==> src/rtl/mx11_regbank.sv <==
// mx11_regbank: 16 x 8-bit register bank with an execution-unit write port
// and a fetch write port, arbitrated with a starvation limit on fetch.
module mx11_regbank #(
  parameter int STARVE_LIMIT = 4
) (
  input  logic             clk,
  input  logic             rst,
  output logic [15:0][7:0] reg_line,
  input  logic [15:0][7:0] data_line,
  input  logic [7:0]       load_addr,
  input  logic             wr_valid,
  output logic             wr_ready,
  input  logic [7:0]       fetch_data,
  input  logic [3:0]       fetch_dst,
  input  logic             fetch_valid,
  output logic             fetch_ready,
  output logic             bad_addr
);

  localparam logic [3:0] LIM = 4'(STARVE_LIMIT);

  logic [3:0] sc;
  logic       starve;
  logic       wr_acc;
  logic       fetch_acc;
  logic [3:0] prefix;
  logic [3:0] dst;
  logic       wr_reg;
  logic       wr_bad;

  assign prefix = load_addr[7:4];
  assign dst    = load_addr[3:0];
  assign starve = (sc == LIM);

  assign wr_ready    = !rst && !(fetch_valid && starve);
  assign fetch_ready = !rst && (!wr_valid || starve);

  // The two ready terms are mutually exclusive when both sides request.
  assign wr_acc    = wr_valid && wr_ready;
  assign fetch_acc = fetch_valid && fetch_ready;

  always_comb begin
    wr_reg = 1'b0;
    wr_bad = 1'b0;
    unique case (1'b1)
      (prefix == 4'h1): wr_reg = 1'b1;
      (prefix == 4'h0): wr_reg = (dst == 4'd7);
      default:          wr_bad = 1'b1;
    endcase
  end

  always_ff @(posedge clk) begin
    if (rst) begin
      reg_line <= '0;
      sc       <= '0;
      bad_addr <= 1'b0;
    end else begin
      if (fetch_acc) begin
        reg_line[fetch_dst] <= fetch_data;
      end else if (wr_acc && wr_reg) begin
        reg_line[dst] <= data_line[dst];
      end
      if (wr_acc && wr_bad) begin
        bad_addr <= 1'b1;
      end
      // A pending, unaccepted fetch counts up and saturates at the limit.
      if (!fetch_valid || fetch_acc) begin
        sc <= '0;
      end else if (!starve) begin
        sc <= sc + 4'd1;
      end
    end
  end

endmodule

==> config.mk <==
export PLATFORM = sky130hd
export DESIGN_NAME = mx11_regbank
export DESIGN_NICKNAME = d
export VERILOG_FILES = /design/src/rtl/mx11_regbank.sv
export SDC_FILE = /design/constraint.sdc
export NUM_CORES = 1
export LEC_CHECK = 0
export ABC_AREA = 1
export BUFFER_PORTS_ARGS = -buffer_cell sky130_fd_sc_hd__buf_4
export CAP_MARGIN = 25
export CORE_MARGIN = 5
export CORE_UTILIZATION = 55
export CTS_BUF_LIST = sky130_fd_sc_hd__clkbuf_16
export DETAILED_ROUTE_END_ITERATION = 10
export PLACE_DENSITY_LB_ADDON = 0.05
export SYNTH_ARGS = -nofsm -noshare
export SYNTH_HDL_FRONTEND = slang
export SYNTH_SLANG_ARGS = --single-unit
==> constraint.sdc <==
create_clock -name clk -period 3.9 [get_ports clk]
set_clock_uncertainty 0.1 [all_clocks]
set_input_delay 0.195 -clock clk [delete_from_list [all_inputs] [get_ports clk]]
set_output_delay 0.195 -clock clk [all_outputs]
set_load 0.01 [all_outputs]
==> flow_summary_export.csv, run 1 <==
group,metric,value,unit
placed_design,place.detailed.instances,2100,
clocking,number_of_cts_inserted_buffers,17,
sta,setup_viol_count_final,0,
worst_hold_path,path_class_of_the_lowest_slack_min_delay_path,"input pin to flop",
layout,total_area_of_sequential_cells,2660,sq um
floorplan,placeableCoreArea,16600,sq um
worst_hold_path,worstHoldStart,"load_addr[6]",
yosys,yosys_register_bits,133,
yosys,synth.avg_cell_area,5.59,sq um
floorplan,fp.dieArea,19700,sq um
yosys,synth_seq_area_share,28.5,%
routing,avgViaCountPerCell,5.41,
sta,timing.fmax,341,MHz
sta,min_period_over_period,75.2,%
floorplan,floorplan.rows,47,
sta,timing_hold_violations_final,0,
layout,syn_to_final_growth,29.2,%
worst_setup_path,critical_path_class,"flop to flop",
sta,finalSetupTns,0,ns
flow_run,drv_cap,0,
routing,firstDrtPassIters,7,
placed_design,place_hpwl,24100,um
worst_setup_path,ff2ff_setup_slack,0.97,ns
floorplan,die_h,140,um
routing,drt_first_iter_violations,1571,
clocking,post_cts_resized,0,
layout,nets,2055,
routing,route.vias.total,11537,
global_routing,antenna_violations_before_repair,0,
layout,antenna_cells_inserted,0,
sta,worst-slew-pin-transition,1.04,ns
floorplan,start_util,56.1,%
status,run_status,"finished clean",
worst_hold_path,holdPathEnd,"bad_addr",
clocking,tritoncts_clock_tree,"yes",
layout,multi_input_area,5100,sq um
clocking,postCtsHoldBufs,0,
routing,routed_wire_length,35500,um
routing,drc,0,
routing,drt.antenna.violating_nets,0,
clocking,clock_insertion_delay_worst_skew,0.43,ns
layout,final_cells,2134,
power,p_total,3860,uW
yosys,post-synth-top-area-fraction,28.5,%
yosys,syn-num-nets,1826,
yosys,synth_top_cells_by_area,"dfxtp_1 28%, nand2_1 26%, inv_1 12%",
power,static-leakage-power,0.00634,uW
global_routing,gr-total-overflow,0,
floorplan,design.portCount,283,
layout,filler_cell_count,1515,
worst_setup_path,reg2regPathDepth,11,
worst_setup_path,data_required_time_at_the_worst_endpoint,4.18,ns
worst_setup_path,worstPathArrival,3.22,ns
yosys,synthesis.area,9340,sq um
worst_hold_path,timing.hold.worst_path_depth,4,
yosys,post_synth_inst_count,1672,
global_routing,wire_length_of_the_first_global_routing_pass,54500,um
power,worst_ir_drop_vdd,0.333,mV
yosys,synthDistinctLibCells,27,
sta,grt_setup_unrepaired,"no",
worst_setup_path,crit_path_start_kind,"flop",
routing,avgRoutedWirePerCell,16.7,um
worst_setup_path,critical_path.reg2reg.endpoint,"reg_line[52]",
layout,post_route_cells_drive_above_1_share,18.8,%
placed_design,portBuffers,282,
worst_setup_path,worstSetupEndpointType,"flop",
global_routing,grt_max_degree,100,
sta,final_period_minus_worst_setup_slack,2.93,ns
sta,worst_slack,0.966,ns
clocking,clkTransAtPathRegs,0.06,ns
power,p_per_area,319,nW/um^2
clocking,clock_sink_count,133,
floorplan,die_w,140,um
yosys,synthDominantAreaCellType,"dfxtp_1",
clocking,cts-root-to-sink-buffers,2,
worst_setup_path,ff_to_ff_start,"sc[0]",
global_routing,grt_usage,34.2,%
clocking,clock_tree.root_cell,"clkbuf_16",
sta,slew_viol_final,0,
worst_setup_path,timing.critical_path.fanout_max,45,
clocking,cts_htree_levels,4,
clocking,post-cts-setup-buffer-count,0,
placed_design,pre_cts_ws,1.05,ns
sta,timing.max_slew.rel_slack,30.2,%
worst_setup_path,launch_point_of_the_worst_path,"sc[0]",
global_routing,first_global_vias,10510,
placed_design,gp_routability_congestion,0.977,
yosys,synth.yosys.warnings,0,
-- layer usage --
layer / GRT usage, % / up-vias / wire length (um)
met5: 0 / - / 0
met4: 15.1 / 0 / 1720
met3: 10.2 / 165 / 4950
met2: 55.7 / 795 / 16000
met1: 41.8 / 5023 / 12900
li1: - / 5554 / -
-- where the power goes --
part / leakage, uW / switching [uW] / internal [uW] / total, uW
logic: 0.00495 / 428 / 228 / 656
clock network: 0.000319 / 657 / 1140 / 1800
registers: 0.00107 / 17.1 / 1390 / 1400
total: 0.00634 / 1100 / 2760 / 3860
-- stage by stage --
stage	cell area, sq um	hold slack [ns]	util (%)
finish	12100	0.0603	72.6
CTS	12000	0.0596	72.3
global route	12100	0.0874	72.6
floorplan	9340	0.301	-
global placement	11400	0.349	68.4
detailed placement	11400	0.359	68.4
-- cells in the final DEF, fill, tap and decap left out --
cell and instances:
nand2_1 648, inv_1 302, buf_4 286, o21ai_0 145
nand3_1 141, dfxtp_1 133, a21oi_1 122, nor2_1 46
clkbuf_16 17, nand2_2 11, nor3_1 10, nand2_8 10
clkinv_2 10, bufinv_16 5, clkinv_4 4, inv_2 3
nor2_4 3, nand4_1 2, nor3_2 2, ha_1 2
inv_6 2, buf_12 2, nor2_2 1, o21ai_4 1
o21ai_2 1, xnor2_1 1, o21a_1 1, clkinvlp_4 1
clkinv_1 1, inv_8 1
-- kinds of logic after synthesis --
family          synth area share (%)
compound gates                  14.7
xor+xnor                      0.0938
fa+ha+maj                      0.268
buf+inv                         16.9
flops                           28.5
simple gates                    39.6
-- cell usage after synthesis, drive strengths merged --
cell type / n
a21oi: 122
buf: 39
clkbuf: 39
clkinv: 10
dfxtp: 133
ha: 2
inv: 304
nand2: 669
nand3: 141
nand4: 2
nor2: 50
nor3: 12
o21a: 1
o21ai: 147
xnor2: 1
-- how the worst max path moves through the flow --
stage	endpoint	slack, ns	cells after the start
floorplan	reg_line[48]	1.85	12
global placement	reg_line[106]	1.06	12
detailed placement	reg_line[21]	1.05	12
CTS	reg_line[55]	1.05	11
global route	reg_line[50]	0.57	11
finish	reg_line[52]	0.97	11
-- state kept, by name, summed over array words and instances, names as in the netlist --
signal and count:
bad_addr 1, sc 4, reg_line 128
-- final cells by class --
class / instances / area share (%)
timing repair buffer: 288 / 18.1
multi-input combinational: 1147 / 42.3
tap: 220 / 2.28
clock buffer: 17 / 3.52
sequential: 133 / 22.0
inverter: 314 / 9.86
clock inverter: 15 / 1.90
-- worst max-delay path, stage by stage, from the launching register on --
cell and delay, ns:
dfxtp_1 0.38, inv_1 0.06, ha_1 0.23, nand3_1 0.15, nand2_1 0.08, nand2_2 0.54, nand2_1 0.22, nor3_1 0.67
o21ai_0 0.22, nand3_1 0.11, nand2_1 0.06, inv_1 0.04
No activity file was read; power rests on OpenSTA's default activity.
==> inputs of run 2 (changes only) <==
Settings changed: ABC_AREA 1 to 0, CORE_UTILIZATION 55 to 50.
Clock period 3.9 ns to 3 ns, I/O delays scaled along.
==> flow_summary_export.csv, run 2 <==
group,metric,value,unit
status,run_status,"finished clean",
placed_design,place.detailed.instances,1318,
layout,final_cells,1352,
worst_setup_path,cpMaxStageDelayCell,"and2_1",
sta,worst-slew-pin-transition,0.913,ns
sta,timing.fmax,380,MHz
worst_setup_path,data_required_time_at_the_worst_endpoint,3.24,ns
routing,drt.antenna.violating_nets,0,
worst_setup_path,worstSetupEndpointType,"flop",
sta,holdWs,0.0274,ns
clocking,tritoncts_clock_tree,"yes",
yosys,postSynth.asyncResetShare,0,%
floorplan,die_w,134,um
yosys,post-synth-top-area-fraction,34.6,%
clocking,cts-root-to-sink-buffers,2,
layout,layout.cells.most_common_list,"305 x buf_4, 133 x dfxtp_1, 79 x nand2_1, 78 x nor2_1, 65 x o21ai_0",
global_routing,grt-busiest-layer,"met2",
worst_setup_path,path_cells,"inv_1 -> ha_1 -> nand4b_1 -> and2_1 -> nand3_1 -> and2_1 -> a221oi_1",
clocking,clkTransAtPathRegs,0.06,ns
routing,routed_wire_length,31100,um
routing,firstDrtPassIters,6,
worst_setup_path,most_prevalent_standard_cell_on_the_critical_path,"and2_1",
worst_setup_path,critical_path.n_buffers_inverters,1,
power,sequentialPowerShare,37.5,%
floorplan,design.portCount,283,
layout,largest_reg_flops,128,
sta,grt_setup_unrepaired,"no",
power,p_per_area,451,nW/um^2
routing,route.vias.total,8696,
power,p_total,4790,uW
layout,post_route_cells_drive_above_1_share,33.9,%
clocking,cts_htree_levels,4,
routing,avgViaCountPerCell,6.43,
worst_setup_path,critical_path_class,"flop to flop",
clocking,clock_tree.root_cell,"clkbuf_16",
worst_hold_path,path_class_of_the_lowest_slack_min_delay_path,"input pin to flop",
routing,avgRoutedWirePerCell,23.0,um
yosys,synth_common_cells,"133 x dfxtp_1, 79 x nand2_1, 78 x nor2_1, 65 x o21ai_0, 45 x a221oi_1",
yosys,synthDistinctLibCells,73,
power,swShare,25.9,%
sta,min_period_over_period,87.8,%
power,worst_ir_drop_vdd,0.394,mV
sta,final_period_minus_worst_setup_slack,2.63,ns
yosys,post_synth_mux_area_share,12.1,%
placed_design,portBuffers,282,
sta,slew_viol_final,0,
clocking,clock_insertion_delay_worst_skew,0.43,ns
floorplan,floorplan.rows,45,
placed_design,place_hpwl,22800,um
flow_run,drv_cap,0,
clocking,post-cts-setup-buffer-count,0,
yosys,yosys.cell_count.top_type,"dfxtp_1",
power,intPower,3540,uW
yosys,synth.yosys.warnings,0,
worst_setup_path,crit_path_start_kind,"flop",
worst_setup_path,worstPathArrival,2.87,ns
floorplan,placeableCoreArea,15100,sq um
global_routing,grt_usage,33.2,%
clocking,clock_sink_count,133,
power,power.share.combinational,14.5,%
global_routing,grt.met2_usage,55.9,%
layout,layout_top_registers,"reg_line (128), sc (4), bad_addr (1)",
layout,antenna_cells_inserted,0,
layout,layout_commonest_cell,"buf_4",
layout,multi_input_area,4600,sq um
floorplan,fp.dieArea,18000,sq um
routing,drt_first_iter_violations,926,
floorplan,die_h,134,um
sta,setup_viol_count_final,0,
global_routing,wire_length_of_the_first_global_routing_pass,46300,um
worst_setup_path,cpLargestDelayFamily,"simple AND/OR/NAND/NOR gates",
yosys,synth.avg_cell_area,8.71,sq um
yosys,synth_seq_area_share,34.6,%
worst_setup_path,critical-path-max-stage-delay,0.53,ns
sta,finalSetupTns,0,ns
placed_design,gp_routability_congestion,1.00,
power,static-leakage-power,0.00461,uW
sta,timing_hold_violations_final,0,
layout,nets,1305,
global_routing,first_global_vias,8295,
yosys,synth_compound_gate_area_share,24.9,%
yosys,synth_top_cells_by_area,"dfxtp_1 35%, mux4_2 7.0%, a221oi_1 5.1%",
layout,top_register,"reg_line",
power,p_clk_share,48.0,%
routing,drc,0,
power,power_switching,1240,uW
clocking,post_cts_resized,0,
layout,syn_to_final_growth,37.8,%
yosys,synth_top_family_by_area,"compound AO/OA/AOI/OAI gates",
global_routing,met3_usage,7.50,%
yosys,number_of_synthesized_flops_with_an_enable_pin,0,
global_routing,antenna_violations_before_repair,0,
worst_setup_path,timing.critical_path.fanout_max,14,
clocking,number_of_cts_inserted_buffers,17,
sta,timing.max_slew.rel_slack,38.7,%
yosys,synthDominantAreaCellType,"dfxtp_1",
yosys,synthSimpleGateAreaFrac,22.3,%
yosys,synth_xor_xnor_area_share,0.114,%
global_routing,gr-total-overflow,0,
yosys,adder_cell_area_share_of_the_yosys_netlist,0.325,%
global_routing,grt_max_degree,41,
layout,total_area_of_sequential_cells,2660,sq um
layout,filler_cell_count,1262,
yosys,synthesis.area,7700,sq um
yosys,yosys_register_bits,133,
yosys,ys.flop_type,"dfxtp_1",
global_routing,gr-usage-met1,41.3,%
yosys,syn-num-nets,1038,
clocking,postCtsHoldBufs,2,
layout,postLayoutCoreUtil,70.0,%
floorplan,start_util,50.8,%
yosys,post_synth_inst_count,884,
==> run 2: final timing paths <==
check	slack, ns	start	endpoint	cells past startpoint
setup reg to reg	0.37	sc[0]	reg_line[61]	7
setup / recovery	0.37	sc[0]	reg_line[61]	7
hold reg to reg	0.36	reg_line[109]	reg_line[109]	1
hold / removal	0.03	fetch_data[1]	reg_line[17]	3
==> run 2: cell families after synthesis <==
logic type                 after synthesis
adders and majority gates                2
buffers and inverters                  102
xor gates and xnor gates                 1
DFF                                    133
AOI/OAI and AO/OA                      263
and+or+nand+nor                        321
muxes                                   62
==> run 2: worst reg2reg max path, delay by kind of cell, from the launching register on <==
family / cells / cell delay [ns]
AOI/OAI and AO/OA: 1 / 0.33
buffers and inverters: 1 / 0.06
adders and majority gates: 1 / 0.23
DFF: 1 / 0.37
and+or+nand+nor: 4 / 1.45
==> run 2: layout make-up <==
type	count	share of cell area, %
Timing Repair Buffer	307	21.8
Clock buffer	17	4.01
Sequential cell	133	25.1
Multi-Input combinational cell	649	43.4
Tap cell	188	2.22
Inverter	43	1.52
Clock inverter	15	2.01
==> run 2: stage by stage <==
| stage | worst slack [ns] | cell area [sq um] |
|---|---|---|
| floorplan | 0.815 | 7700 |
| global placement | 0.578 | 9950 |
| detailed placement | 0.461 | 9950 |
| CTS | 0.438 | 10600 |
| global route | 0.211 | 10600 |
| finish | 0.365 | 10600 |
==> run 2: metal layers <==
layer	up-vias	part of all wire, %
li1	3905	-
met1	4076	37
met2	621	48
met3	94	12
met4	0	3.3
met5	-	0
==> run 2: power groups by stage <==
| stage | registers [uW] | clock network (uW) | logic, uW |
|---|---|---|---|
| 2_1_floorplan | 1840 | 0 | 331 |
| 3_3_place_gp | 1830 | 0 | 667 |
| 3_5_place_dp | 1830 | 0 | 673 |
| 4_1_cts | 1790 | 2280 | 679 |
| 5_1_grt | 1790 | 2370 | 726 |
| 6_report | 1790 | 2300 | 692 |
==> inputs of run 3 (changes only) <==
Settings changed: GPL_ROUTABILITY_DRIVEN set to 1, PLACE_DENSITY set to 0.81, PLACE_DENSITY_LB_ADDON 0.05 to not set.
==> flow_summary_export.csv, run 3 (synthesis gave the netlist of run 2 again) <==
group,metric,value,unit
status,run_status,"finished clean",
layout,largest_reg_flops,128,
routing,drc,0,
routing,avgRoutedWirePerCell,23.5,um
sta,finalSetupTns,0,ns
routing,firstDrtPassIters,6,
sta,min_period_over_period,91.9,%
worst_setup_path,ff2ff_setup_slack,0.24,ns
clocking,clock_tree.root_cell,"clkbuf_16",
worst_setup_path,critical_path.reg2reg.endpoint,"reg_line[24]",
routing,drt_first_iter_violations,929,
worst_setup_path,ff_to_ff_start,"sc[0]",
worst_hold_path,path_class_of_the_lowest_slack_min_delay_path,"input pin to flop",
worst_setup_path,worstPathArrival,2.97,ns
floorplan,design.portCount,283,
placed_design,place.detailed.instances,1318,
layout,final_cells,1353,
global_routing,antenna_violations_before_repair,0,
global_routing,grt_usage,33.9,%
floorplan,floorplan.rows,45,
worst_hold_path,timing.hold.worst_path_depth,3,
routing,route.vias.total,8909,
power,worst_ir_drop_vdd,0.401,mV
layout,top_register,"reg_line",
placed_design,place_hpwl,23400,um
floorplan,fp.dieArea,18000,sq um
clocking,number_of_cts_inserted_buffers,17,
sta,final_period_minus_worst_setup_slack,2.76,ns
global_routing,first_global_vias,8497,
clocking,cts_htree_levels,4,
sta,worst-slew-pin-transition,1.11,ns
placed_design,portBuffers,282,
routing,routed_wire_length,31700,um
worst_setup_path,critical_path_class,"flop to flop",
placed_design,gp_routability_congestion,0.951,
routing,avgViaCountPerCell,6.58,
layout,postLayoutCoreUtil,69.8,%
worst_setup_path,data_required_time_at_the_worst_endpoint,3.22,ns
sta,slew_viol_final,0,
layout,post_route_cells_drive_above_1_share,34.2,%
worst_setup_path,timing.critical_path.fanout_max,10,
floorplan,start_util,50.8,%
layout,nets,1305,
sta,timing.fmax,363,MHz
layout,design_area,10600,sq um
worst_setup_path,reg2regPathDepth,7,
worst_setup_path,worstSetupEndpointType,"flop",
sta,setup_viol_count_final,0,
global_routing,gr-total-overflow,0,
sta,timing_hold_violations_final,0,
sta,timing.max_slew.rel_slack,25.3,%
placed_design,placedInstanceArea,9950,sq um
clocking,clock_sink_count,133,
floorplan,die_w,134,um
clocking,tritoncts_clock_tree,"yes",
layout,layout_top_registers,"reg_line (128), sc (4), bad_addr (1)",
power,p_per_area,440,nW/um^2
sta,grt_setup_unrepaired,"no",
flow_run,drv_cap,0,
global_routing,wire_length_of_the_first_global_routing_pass,47700,um
worst_setup_path,crit_path_start_kind,"flop",
clocking,clkTransAtPathRegs,0.06,ns
power,static-leakage-power,0.00457,uW
layout,layout.cells.most_common_list,"305 x buf_4, 133 x dfxtp_1, 79 x nand2_1, 78 x nor2_1, 65 x o21ai_0",
routing,drt.antenna.violating_nets,0,
clocking,clock_insertion_delay_worst_skew,0.42,ns
worst_hold_path,holdPathEnd,"reg_line[17]",
floorplan,die_h,134,um
clocking,post-cts-setup-buffer-count,0,
clocking,cts-root-to-sink-buffers,2,
floorplan,placeableCoreArea,15100,sq um
global_routing,grt_max_degree,45,
layout,syn_to_final_growth,37.4,%
layout,layout_commonest_cell,"buf_4",
worst_hold_path,worstHoldStart,"fetch_data[1]",
clocking,postCtsHoldBufs,2,
clocking,post_cts_resized,0,
run 3: worst max path at each step:
stage,from,to,slack (ns)
after floorplan,sc[0],reg_line[110],0.82
after global placement,sc[0],reg_line[92],0.52
after detailed placement,sc[0],reg_line[24],0.38
after CTS,sc[0],reg_line[24],0.36
after global routing,sc[0],reg_line[31],0.07
final,sc[0],reg_line[24],0.24
run 3: final cells by class:
| cell class | instances | area, sq um |
|---|---|---|
| inverters | 43 | 161 |
| clock buffers | 17 | 425 |
| repair buffers | 307 | 2310 |
| fillers | 1217 | 4570 |
| clock inverters | 15 | 179 |
| well taps | 188 | 235 |
| diodes | 1 | 2.50 |
| multi-input cells | 649 | 4600 |
| flip-flops and latches | 133 | 2660 |
run 3: worst max-delay path: stages, from the launching register on:
cell and delay, ns:
dfxtp_1 0.34, inv_1 0.07, ha_1 0.20, and3b_1 0.45, nor2_2 0.17, nor3_1 0.93, nor2_1 0.10, a221oi_1 0.30
run 3: report_power, final:
group          total, uW  internal (uW)  leakage (uW)  switching [uW]
combinational        697            297       0.00323             400
clock               2170           1310      0.000274             858
sequential          1790           1780       0.00107            11.2
run 3: per-stage QoR:
step / power [uW] / hold WS (ns) / worst slack [ns]
final: 4660 / 0.0261 / 0.244
after global routing: 4770 / 0.0412 / 0.0726
after CTS: 4630 / 0.00808 / 0.358
after detailed placement: 2510 / 0.347 / 0.381
after global placement: 2500 / 0.346 / 0.518
after floorplan: 2170 / 0.232 / 0.815
run 3: per-layer routing:
| layer | wire length (um) | global-route usage (%) | vias up |
|---|---|---|---|
| met5 | 0 | 0 | - |
| met1 | 11400 | 40.4 | 4218 |
| met3 | 3690 | 9.26 | 124 |
| met2 | 15100 | 56.6 | 643 |
| li1 | - | - | 3924 |
| met4 | 1570 | 16.7 | 0 |
